### src/rtl/cluster_icache_flush_sequencer.sv
// Round-robin icache flush sequencer: L1 flush, then per-port L0 flush, per granted request.
// Optional per-phase watchdog enabled by defining CLUSTER_ICACHE_FLUSH_TIMEOUT_EN.
module cluster_icache_flush_sequencer #(
   parameter int unsigned NR_FETCH_PORTS = 4,
   parameter int unsigned NR_REQUESTERS  = 2,
   parameter int unsigned TIMEOUT_CYCLES = 1024
) (
   input  logic                                     clk_i,
   input  logic                                     rst_i,
   input  logic [NR_REQUESTERS-1:0]                 req_valid_i,
   output logic [NR_REQUESTERS-1:0]                 req_ready_o,
   input  logic [NR_REQUESTERS*NR_FETCH_PORTS-1:0]  req_l0_mask_i,
   input  logic [NR_REQUESTERS-1:0]                 req_l1_i,
   output logic [NR_REQUESTERS-1:0]                 done_o,
   output logic                                     l1_flush_valid_o,
   input  logic                                     l1_flush_ready_i,
   output logic [NR_FETCH_PORTS-1:0]                l0_flush_valid_o,
   input  logic [NR_FETCH_PORTS-1:0]                l0_flush_ready_i,
   input  logic                                     enable_prefetch_i,
   output logic                                     enable_prefetch_o,
   output logic                                     busy_o,
   output logic [15:0]                              flush_count_o,
   input  logic                                     timeout_clr_i,
   output logic                                     timeout_o
);

   localparam int unsigned OW = (NR_REQUESTERS > 1) ? $clog2(NR_REQUESTERS) : 1;

   typedef enum logic [1:0] {IDLE, L1, L0, DONE} state_e;

   state_e                    state_q, state_d;
   logic [OW-1:0]             rr_q, rr_d, owner_q, owner_d;
   logic [NR_FETCH_PORTS-1:0] mask_q, mask_d;
   logic [15:0]               flush_count_q;
   logic                      gnt_valid, gnt_l1, count_en, timeout_fire, flush_ok;
   logic [OW-1:0]             gnt_idx;
   logic [NR_FETCH_PORTS-1:0] gnt_mask;
   logic [NR_REQUESTERS-1:0]  gnt_onehot;

   // Pass 0 scans requesters at or above rr_q, pass 1 wraps to those below it.
   always_comb begin
      gnt_valid  = 1'b0;
      gnt_idx    = '0;
      gnt_mask   = '0;
      gnt_l1     = 1'b0;
      gnt_onehot = '0;
      for (int unsigned pass = 0; pass < 2; pass++) begin
         for (int unsigned j = 0; j < NR_REQUESTERS; j++) begin
            if (!gnt_valid && req_valid_i[j] && ((pass == 0) == (j >= 32'(rr_q)))) begin
               gnt_valid     = 1'b1;
               gnt_idx       = OW'(j);
               gnt_mask      = req_l0_mask_i[j*NR_FETCH_PORTS +: NR_FETCH_PORTS];
               gnt_l1        = req_l1_i[j];
               gnt_onehot[j] = 1'b1;
            end
         end
      end
   end

   always_comb begin
      state_d  = state_q;
      rr_d     = rr_q;
      owner_d  = owner_q;
      mask_d   = mask_q;
      count_en = 1'b0;
      case (state_q)
         IDLE: begin
            if (gnt_valid) begin
               owner_d = gnt_idx;
               mask_d  = gnt_mask;
               rr_d    = (32'(gnt_idx) == NR_REQUESTERS - 1) ? '0 : gnt_idx + 1'b1;
               if (gnt_l1)              state_d = L1;
               else if (gnt_mask != '0) state_d = L0;
               else                     state_d = DONE;
            end
         end
         L1: begin
            if (l1_flush_ready_i)  state_d = (mask_q != '0) ? L0 : DONE;
            else if (timeout_fire) state_d = DONE;
         end
         L0: begin
            mask_d = mask_q & ~l0_flush_ready_i;
            if ((mask_q & ~l0_flush_ready_i) == '0) state_d = DONE;
            else if (timeout_fire)                   state_d = DONE;
         end
         DONE: begin
            count_en = 1'b1;
            state_d  = IDLE;
         end
         default: state_d = IDLE;
      endcase
   end

   always_ff @(posedge clk_i or posedge rst_i) begin
      if (rst_i) begin
         state_q       <= IDLE;
         rr_q          <= '0;
         owner_q       <= '0;
         mask_q        <= '0;
         flush_count_q <= '0;
      end else begin
         state_q <= state_d;
         rr_q    <= rr_d;
         owner_q <= owner_d;
         mask_q  <= mask_d;
         if (count_en && flush_ok && flush_count_q != 16'hFFFF)
            flush_count_q <= flush_count_q + 16'd1;
      end
   end

`ifdef CLUSTER_ICACHE_FLUSH_TIMEOUT_EN
   localparam int unsigned CW = $clog2(TIMEOUT_CYCLES);

   logic [CW-1:0] phase_cnt_q;
   logic          to_flush_q, timeout_q, phase_done;

   assign phase_done   = (state_q == L1) ? l1_flush_ready_i
                                         : ((mask_q & ~l0_flush_ready_i) == '0);
   assign timeout_fire = (state_q == L1 || state_q == L0) && !phase_done &&
                         (phase_cnt_q == CW'(TIMEOUT_CYCLES - 1));
   assign flush_ok     = !to_flush_q;
   assign timeout_o    = timeout_q;

   // Any state change restarts the count, so each of L1 and L0 gets a full budget.
   always_ff @(posedge clk_i or posedge rst_i) begin
      if (rst_i) begin
         phase_cnt_q <= '0;
         to_flush_q  <= 1'b0;
         timeout_q   <= 1'b0;
      end else begin
         phase_cnt_q <= (state_d != state_q) ? '0 : phase_cnt_q + 1'b1;
         if (state_q == IDLE && gnt_valid) to_flush_q <= 1'b0;
         else if (timeout_fire)            to_flush_q <= 1'b1;
         if (timeout_fire)       timeout_q <= 1'b1;
         else if (timeout_clr_i) timeout_q <= 1'b0;
      end
   end
`else
   logic unused_timeout_cfg;

   assign timeout_fire       = 1'b0;
   assign flush_ok           = 1'b1;
   assign timeout_o          = 1'b0;
   assign unused_timeout_cfg = timeout_clr_i | (TIMEOUT_CYCLES == 0);
`endif

   always_comb begin
      for (int unsigned j = 0; j < NR_REQUESTERS; j++)
         done_o[j] = (state_q == DONE) && (32'(owner_q) == j);
   end

   assign req_ready_o       = (state_q == IDLE) ? gnt_onehot : '0;
   assign l1_flush_valid_o  = (state_q == L1);
   assign l0_flush_valid_o  = (state_q == L0) ? mask_q : '0;
   assign busy_o            = (state_q != IDLE);
   assign enable_prefetch_o = enable_prefetch_i & ~busy_o;
   assign flush_count_o     = flush_count_q;

endmodule

### config.mk
export PLATFORM = sky130hd
export DESIGN_NAME = cluster_icache_flush_sequencer
export DESIGN_NICKNAME = d
export VERILOG_FILES = /design/src/rtl/cluster_icache_flush_sequencer.sv
export SDC_FILE = /design/constraint.sdc
export NUM_CORES = 1
export LEC_CHECK = 0
export CAP_MARGIN = 10
export CORE_MARGIN = 2
export CORE_UTILIZATION = 41
export DETAILED_ROUTE_END_ITERATION = 10
export PLACE_DENSITY_LB_ADDON = 0.1
export SLEW_MARGIN = 20
export SYNTH_ARGS = -nofsm -noshare
export SYNTH_HDL_FRONTEND = slang
export SYNTH_SLANG_ARGS = --single-unit
### constraint.sdc
create_clock -name clk_i -period 1.4 [get_ports clk_i]
set_input_delay 0.21 -clock clk_i [delete_from_list [all_inputs] [get_ports clk_i]]
set_output_delay 0.21 -clock clk_i [all_outputs]
set_load 0.02 [all_outputs]
==> flow_summary.ini <==
[floorplanning]
dieArea_sq_um = 4013
die_w_microns = 63.35
start_util_pct = 42.93
core.rowCount = 21
pin_count = 49
dieHeight_microns = 63.35
core_area_sq_um = 3363

[worst_setup_path]
cpPeakStageDelay_ns = 0.47
startpoint = state_q[1]
critPathKind = register to register
cp_max_fo = 5
path_buf_inv = 4
cp-start-kind = register
slowest_stage = dfrtp_2
r2r-start = state_q[1]
worstPathArrival_ns = 1.82
cp_common_cell = buf_6
reg2regPathDepth = 8
worstReg2RegEnd = state_q[0]
worstPathCellList = inv_2 -> ha_4 -> buf_6 -> inv_4 -> buf_6 -> a221o_1 -> o2bb2ai_2 -> mux2i_1
cp.required_ns = 1.61
crit_path_end_kind = register
reg2reg_slack_ns = -0.21
critPathTopFamily = flip-flops

[clock_network]
cts_buffers = 3
insertion_delay_ns = 0.31
ctsRootBufferMaster = clkbuf_4
path_clk_slew_ns = 0.14
clock_sinks = 24
htreeDepth = 1
cts_buffer_depth = 2
hold_buffers = 0
cts_tree = built

[place]
port-buffer-count = 46
globalplace.congestion = 0.8022
dp_hpwl_microns = 2925
pre_cts_ws_ns = -0.4759

[yosys]
synth-main-ff-cell = dfrtp_1
synth_fp_nets = 174
synth-seq-cells = 24
synth-edff-count = 0
avgSynthCellArea_sq_um = 9.756
async_reset_ff_share_pct = 100.0
synthDistinctLibCells = 41
yosysWarningCount = 0
synth_seq_area_share_pct = 41.59
syn_area_sq_um = 1444
syn_inst = 148

[pwr]
power.density_nw_per_um2 = 1668
p_leak_nw = 1.132
peakVddDrop_uv = 980.6
p_total_w = 0.004179

[sta]
hold_violations = 0
finalSetupViolCount = 30
slew_violations = 0
fmax_mhz = 620.8
rsz0062_at_grt = true
finalCriticalPeriod_ns = 1.611
finClkSkew_ns = 0.009720
fin_ws_ns = -0.2109
fin_crit_sh_pct = 115.1

[hold_path]
holdCritPathClass = primary input to asynchronous set/reset pin

[global_route]
first_global_vias = 1584
grt_first_pass_wirelength_microns = 6727
antenna_found_initial = 0
grt_use_total_pct = 20.71
grt_max_degree = 25
grt_overflow = 0

[routing]
routedWlPerCell_microns = 14.58
via_count = 1471
drt_iter0_markers = 38
ant_nets = 0
post_drt_via_cell_ratio = 5.198
drt-pass1-iter-count = 4
routed_wl_microns = 4126
drc_errors = 0

[finish]
nNetsFinal = 264
drive_gt1_share_pct = 56.96
mostFrequentLayoutCell = buf_4
area_growth_syn_to_layout_pct = 73.57
final_cell_mix = buf_4, clkdlybuf4s50_1, dfrtp_2, buf_6, xnor2_1
final_core_util_pct = 74.52
num_antenna_cells = 0

[status]
status = finished, violations left
violations = setup timing

[flow_run]
maxCapViolCount = 0
## worst max path at each step
stage,depth (start not counted),slack [ns],to
floorplan,5,-0.09,flush_count_o[13]
global placement,4,-0.43,req_ready_o[0]
detailed placement,4,-0.48,req_ready_o[0]
CTS,4,-0.19,done_o[1]
global route,8,-0.30,state_q[0]
finish,8,-0.21,state_q[0]
## synthesized netlist by cell type, drive strengths merged, types with 5 or more instances
cell type  number  area share [%]
nand2b          5             2.2
a21oi           6             2.1
and3            5             2.2
nand3           6             2.1
nand2           6             1.6
inv             7             1.8
nand4           7             3.5
ha              5             4.3
dfrtp          24              42
nor2b           5             2.2
and2           14             6.1
xnor2          11             6.7
o21ai           9             3.4
## worst register-to-register path: stages (launching register included)
cell       delay [ns]
dfrtp_2          0.47
inv_2            0.10
ha_4             0.16
buf_6            0.11
inv_4            0.03
buf_6            0.10
a221o_1          0.29
o2bb2ai_2        0.14
mux2i_1          0.09
## repair_timing
action,in CTS,in global routing
cloned,0,0
pin swaps,13,13
endpoints found under the setup margin,49,45
buffers inserted,2,5
resized for setup,134,36
## layer usage
metal,GRT usage (%),part of all wire [%],vias to the layer above
li1,-,-,710
met1,22.60,38,719
met2,41.32,57,38
met3,2.857,4.1,4
met4,4.891,0.95,0
met5,0,0,-
## registers in the layout, summed over array words and instances (netlist names)
| name | count |
|---|---|
| mask_q | 4 |
| rr_q | 1 |
| owner_q | 1 |
| flush_count_o | 16 |
| state_q | 2 |
## where the power goes
part / switching, W / internal [W]
clock network: 0.000205 / 0.000159
logic: 0.00123 / 0.00148
registers: 0.000189 / 0.000911
## cells by family (layout without fill, tap and decap cells)
kind of cell,Yosys count,count (layout),synth area share [%]
simple gates,59,59,25.04
compound gates,29,29,13.09
flops,24,24,41.59
buf+inv,13,102,4.333
xor+xnor,12,12,7.279
fa+ha+maj,5,5,4.333
mux,5,5,4.072
other cells,1,1,0.2597
## layout make-up
| class | count | area (sq um) |
|---|---|---|
| multi-input cells | 111 | 993.5 |
| clock buffers | 4 | 36.28 |
| inverters | 7 | 28.78 |
| well taps | 46 | 57.56 |
| fillers | 265 | 857.1 |
| flip-flops and latches | 24 | 620.6 |
| repair buffers | 91 | 769.5 |
## metrics by stage
step	cells	hold WS, ns	TNS, ns	cell area (sq um)
6_report	283	0.2308	-3.454	2506
5_1_grt	283	0.2426	-5.217	2506
2_1_floorplan	148	0.2236	-0.2230	1483
4_1_cts	278	0.2327	-3.555	2439
3_3_place_gp	272	0.4958	-6.060	2241
3_5_place_dp	272	0.5187	-6.724	2241
(Power assumes the default switching activity.)
==> variant 1, RTL diff (same flow settings) <==
The parameter `NR_REQUESTERS` goes from 2 to 4.
--- a/src/rtl/cluster_icache_flush_sequencer.sv
+++ b/src/rtl/cluster_icache_flush_sequencer.sv
@@ -3,5 +3,5 @@
 module cluster_icache_flush_sequencer #(
    parameter int unsigned NR_FETCH_PORTS = 4,
-   parameter int unsigned NR_REQUESTERS  = 2,
+   parameter int unsigned NR_REQUESTERS  = 4,
    parameter int unsigned TIMEOUT_CYCLES = 1024
 ) (
Ports: changed (5 resized); port bits go from 49 to 65. The function was not compared with the original's and may differ.
==> variant 1 against the unedited design <==
  * The flow still finishes with violations (negative setup slack)
  * Critical path depth unchanged
  * Synthesized cell count up 49%
  * Synthesized area up 28%
  * Hold slack better by 0.054 ns
  * Design area up 44%
  * Total power up 49%
  * Routed wire length up 66%
  * Via count up 58%
  * Die area up 26%
  * Utilization up 8.4 points
  * Setup slack worse by 0.26 ns
  * Cell count up 48%
  * Sequential cell count up 2
  * Critical path type unchanged
  * Largest power group unchanged
  * Highest routed layer unchanged
==> variant 1: results <==
logic_synthesis:
  synth_area_leaders: "dfrtp_1 35%, xnor2_1 6.6%, a21oi_1 4.6%, ha_1 4.1%, nand2_1 3.9%"
  muxShareOfSynthArea: 0.0122
  synth_nets: 259
  synth_adder_area_share: 0.0407
  synth.yosys.seq_area_share: 0.353
  synth_xor_area_frac: 0.0712
  synth_common_cells: "26 x dfrtp_1, 19 x nand2_1, 17 x a21oi_1, 17 x inv_1, 16 x nor2_1"
  yosys.cell_types.count: 54
  synth-seq-cells: 26
clock_network:
  insertion_delay_ns: 0.27
  cts_setup_buffers: 12
  ctsRootBufferMaster: "clkbuf_8"
  path_clk_slew_ns: 0.10
  cts_resized: 136
cells_and_area:
  fin_nets: 408
  num-clock-buffers: 3
  stdcell_count: 420
  nNonClkBuffers: 153
  drive_above_1_share: 0.489
  inverters: 18
  seqCellArea_um2: 657
  fill_cells: 263
  multi_input_area_um2: 1410
  area_delta_synth_final_pct: 95.7
  multi_input_cells: 167
sta:
  fin_tns_setup_ns: -11.51
  fin_skew_ns: 0.0148
  fin_ws_ns: -0.473
  setup_violations: 41
placement:
  gp_congestion: 0.960
  placed_cell_area_um2: 3120
  numPortBuffers: 62
  place_inst: 393
routing:
  wl_met3_um: 379
  met1_length_um: 2580
  drt-initial-drc-count: 118
  wirelength_um: 6860
critical_path:
  crit_fanout: 7
outcome:
  violations: "negative setup slack"
  outcome: "finished, violations left"
grt:
  grtUsageMet3: 0.0328
  grt_usage: 0.247
power:
  peakVddDrop_v: 0.000852
variant 1: worst max-delay path, cell delays in order, from the launching register on:
cell     delay, ns
dfrtp_2       0.49
and2b_2       0.27
buf_4         0.15
nand2_2       0.07
a21oi_2       0.06
a211o_1       0.27
a21oi_2       0.15
nand2_1       0.07
o31ai_1       0.25
variant 1: power breakdown:
group          internal, µW  leakage (µW)  switching (µW)
logic                  2340       0.00137            2050
registers               970      0.000331             214
clock network           383     0.0000357             249
total                  3690       0.00174            2520
variant 1: final timing paths:
path	start	end	slack (ns)
max in group asynchronous	rst_i	rr_q[1]	0.83
worst min-delay path	rst_i	flush_count_o[7]	0.28
worst max register to register	rr_q[0]	state_q[0]	-0.47
worst min register to register	flush_count_o[2]	flush_count_o[2]	0.51
min in group clk_i	flush_count_o[2]	flush_count_o[2]	0.51
worst max-delay path	rr_q[0]	state_q[0]	-0.47
==> variant 2, RTL diff (config.mk and constraints unchanged) <==
Without the edit above. The 4 states of `state_e` get a one-hot encoding in 4 bits.
--- a/src/rtl/cluster_icache_flush_sequencer.sv
+++ b/src/rtl/cluster_icache_flush_sequencer.sv
@@ -27,5 +27,5 @@
    localparam int unsigned OW = (NR_REQUESTERS > 1) ? $clog2(NR_REQUESTERS) : 1;
 
-   typedef enum logic [1:0] {IDLE, L1, L0, DONE} state_e;
+   typedef enum logic [3:0] {IDLE = 4'b0001, L1 = 4'b0010, L0 = 4'b0100, DONE = 4'b1000} state_e;
 
    state_e                    state_q, state_d;
Function: same outputs for any inputs over 10 cycles, from zero or initial values and one cycle with rst_i high; not proved beyond that.
==> variant 2 against the unedited design <==
  * The flow still finishes with violations (negative setup slack)
  * Non-clock buffer count increased by 23
  * Setup slack got worse by 0.28 ns
  * Sequential cell count is 2 higher
  * Utilization increased by 5.5 points
  * Design area increased by 16%
  * Total power up 4.0%
  * Synthesized area increased by 6.2%
  * Routed wire length increased by 29%
  * Sequential power rose by 8%
  * Largest cell class unchanged
  * Hold slack better by 0.024 ns
==> variant 2: results <==
outcome:
  outcome: "finished, violations left"
  violations: "negative setup slack"
logic_synthesis:
  synthArstFlopShare: 1.00
  synth.yosys.seq_area_share: 0.425
  synthCells: 149
  yosys.cell_types.count: 49
  synth_nets: 171
  synth_area_leaders: "dfrtp_1 41%, xnor2_1 5.1%, and2_1 4.1%, nor4b_4 3.1%, a32oi_1 2.9%"
cells_and_area:
  drive_above_1_share: 0.519
  fin_nets: 287
  fill_cells: 232
  area_delta_synth_final_pct: 89.6
  stdcell_count: 312
placement:
  dp.final_hpwl_um: 3400
  placed_cell_area_um2: 2430
  dpl_worst_slack_ns: -0.571
  gp_congestion: 0.890
  place_inst: 281
power:
  peakVddDrop_v: 0.000923
  p_int_uw: 2670
  leakage_uw: 0.00137
critical_path:
  crit_fanout: 4
  arrival_ns: 2.08
  crit_family: "simple AND/OR/NAND/NOR gates"
routing:
  wl_met2_um: 2800
  post_drt_wl_per_cell_um: 17.0
  met1_length_um: 2160
  drt-initial-drc-count: 59
  vias: 1703
grt:
  grt_usage: 0.248
  grt_max_degree: 27
  grt_pass1_wl_um: 8140
clock_network:
  insertion_delay_ns: 0.27
  path_clk_slew_ns: 0.09
  ctsRootBufferMaster: "clkbuf_8"
sta:
  setup_violations: 37
  fin_ws_ns: -0.488
  fin_skew_ns: 0.00859
==> variant 2: worst register-to-register path, delay by kind of cell (launching register included) <==
kind / cells / cell delay [ns]
xor+xnor: 1 / 0.17
buf+inv: 2 / 0.30
flops: 1 / 0.46
simple gates: 3 / 0.91
==> variant 2: final cells by class <==
class / instances / share of cell area
timing repair buffer: 114 / 0.353
inverter: 10 / 0.0138
sequential: 26 / 0.227
multi-input combinational: 110 / 0.367
tap: 48 / 0.0207
clock buffer: 4 / 0.0189
==> variant 2: worst paths after layout <==
check                                  from  slack [ns]           endpoint  cells after the start
min in group clk_i         flush_count_o[8]        0.56   flush_count_o[8]                      2
setup reg to reg                 state_q[1]       -0.49  flush_count_o[13]                      6
hold reg to reg            flush_count_o[8]        0.56   flush_count_o[8]                      2
setup / recovery                 state_q[1]       -0.49  flush_count_o[13]                      6
hold / removal                        rst_i        0.25               rr_q                      3
max in group asynchronous             rst_i        0.91         state_q[0]                      3
==> variant 2: stage by stage <==
stage / TNS [ns] / hold slack, ns
after floorplan: -3.69 / 0.249
after global placement: -11.14 / 0.525
after detailed placement: -12.76 / 0.537
after CTS: -10.87 / 0.262
after global routing: -13.86 / 0.303
final: -12.10 / 0.254
==> variant 2: layer usage <==
layer | track usage | up-vias
li1 | - | 800
met1 | 0.332 | 841
met2 | 0.439 | 56
met3 | 0.0274 | 6
met4 | 0.0443 | 0
met5 | 0 | -
==> variant 2: power groups by stage <==
stage / combinational (µW) / clock (µW) / sequential, µW
floorplan: 885 / 0 / 1220
global placement: 1720 / 0 / 1160
detailed placement: 1780 / 0 / 1180
CTS: 2250 / 489 / 1190
global route: 2830 / 530 / 1210
finish: 2670 / 487 / 1190
==> variant 2: timing repair <==
item                                   4_1_cts  5_1_grt
buffers inserted                             6       20
cloned                                       1        0
gates resized for setup                    113       23
endpoints found under the hold margin        0        0
hold buffers                                 0        0
setup endpoints to repair                   53       40
pin swaps                                   17       25
==> variant 2: cell families after synthesis <==
kind of cell,Yosys count,share of synthesized area
mux,2,0.0171
simple gates,55,0.260
fa+ha+maj,1,0.00816
flops,26,0.425
other cells,1,0.00245
compound gates,36,0.171
buf+inv,14,0.0367
xor+xnor,14,0.0800
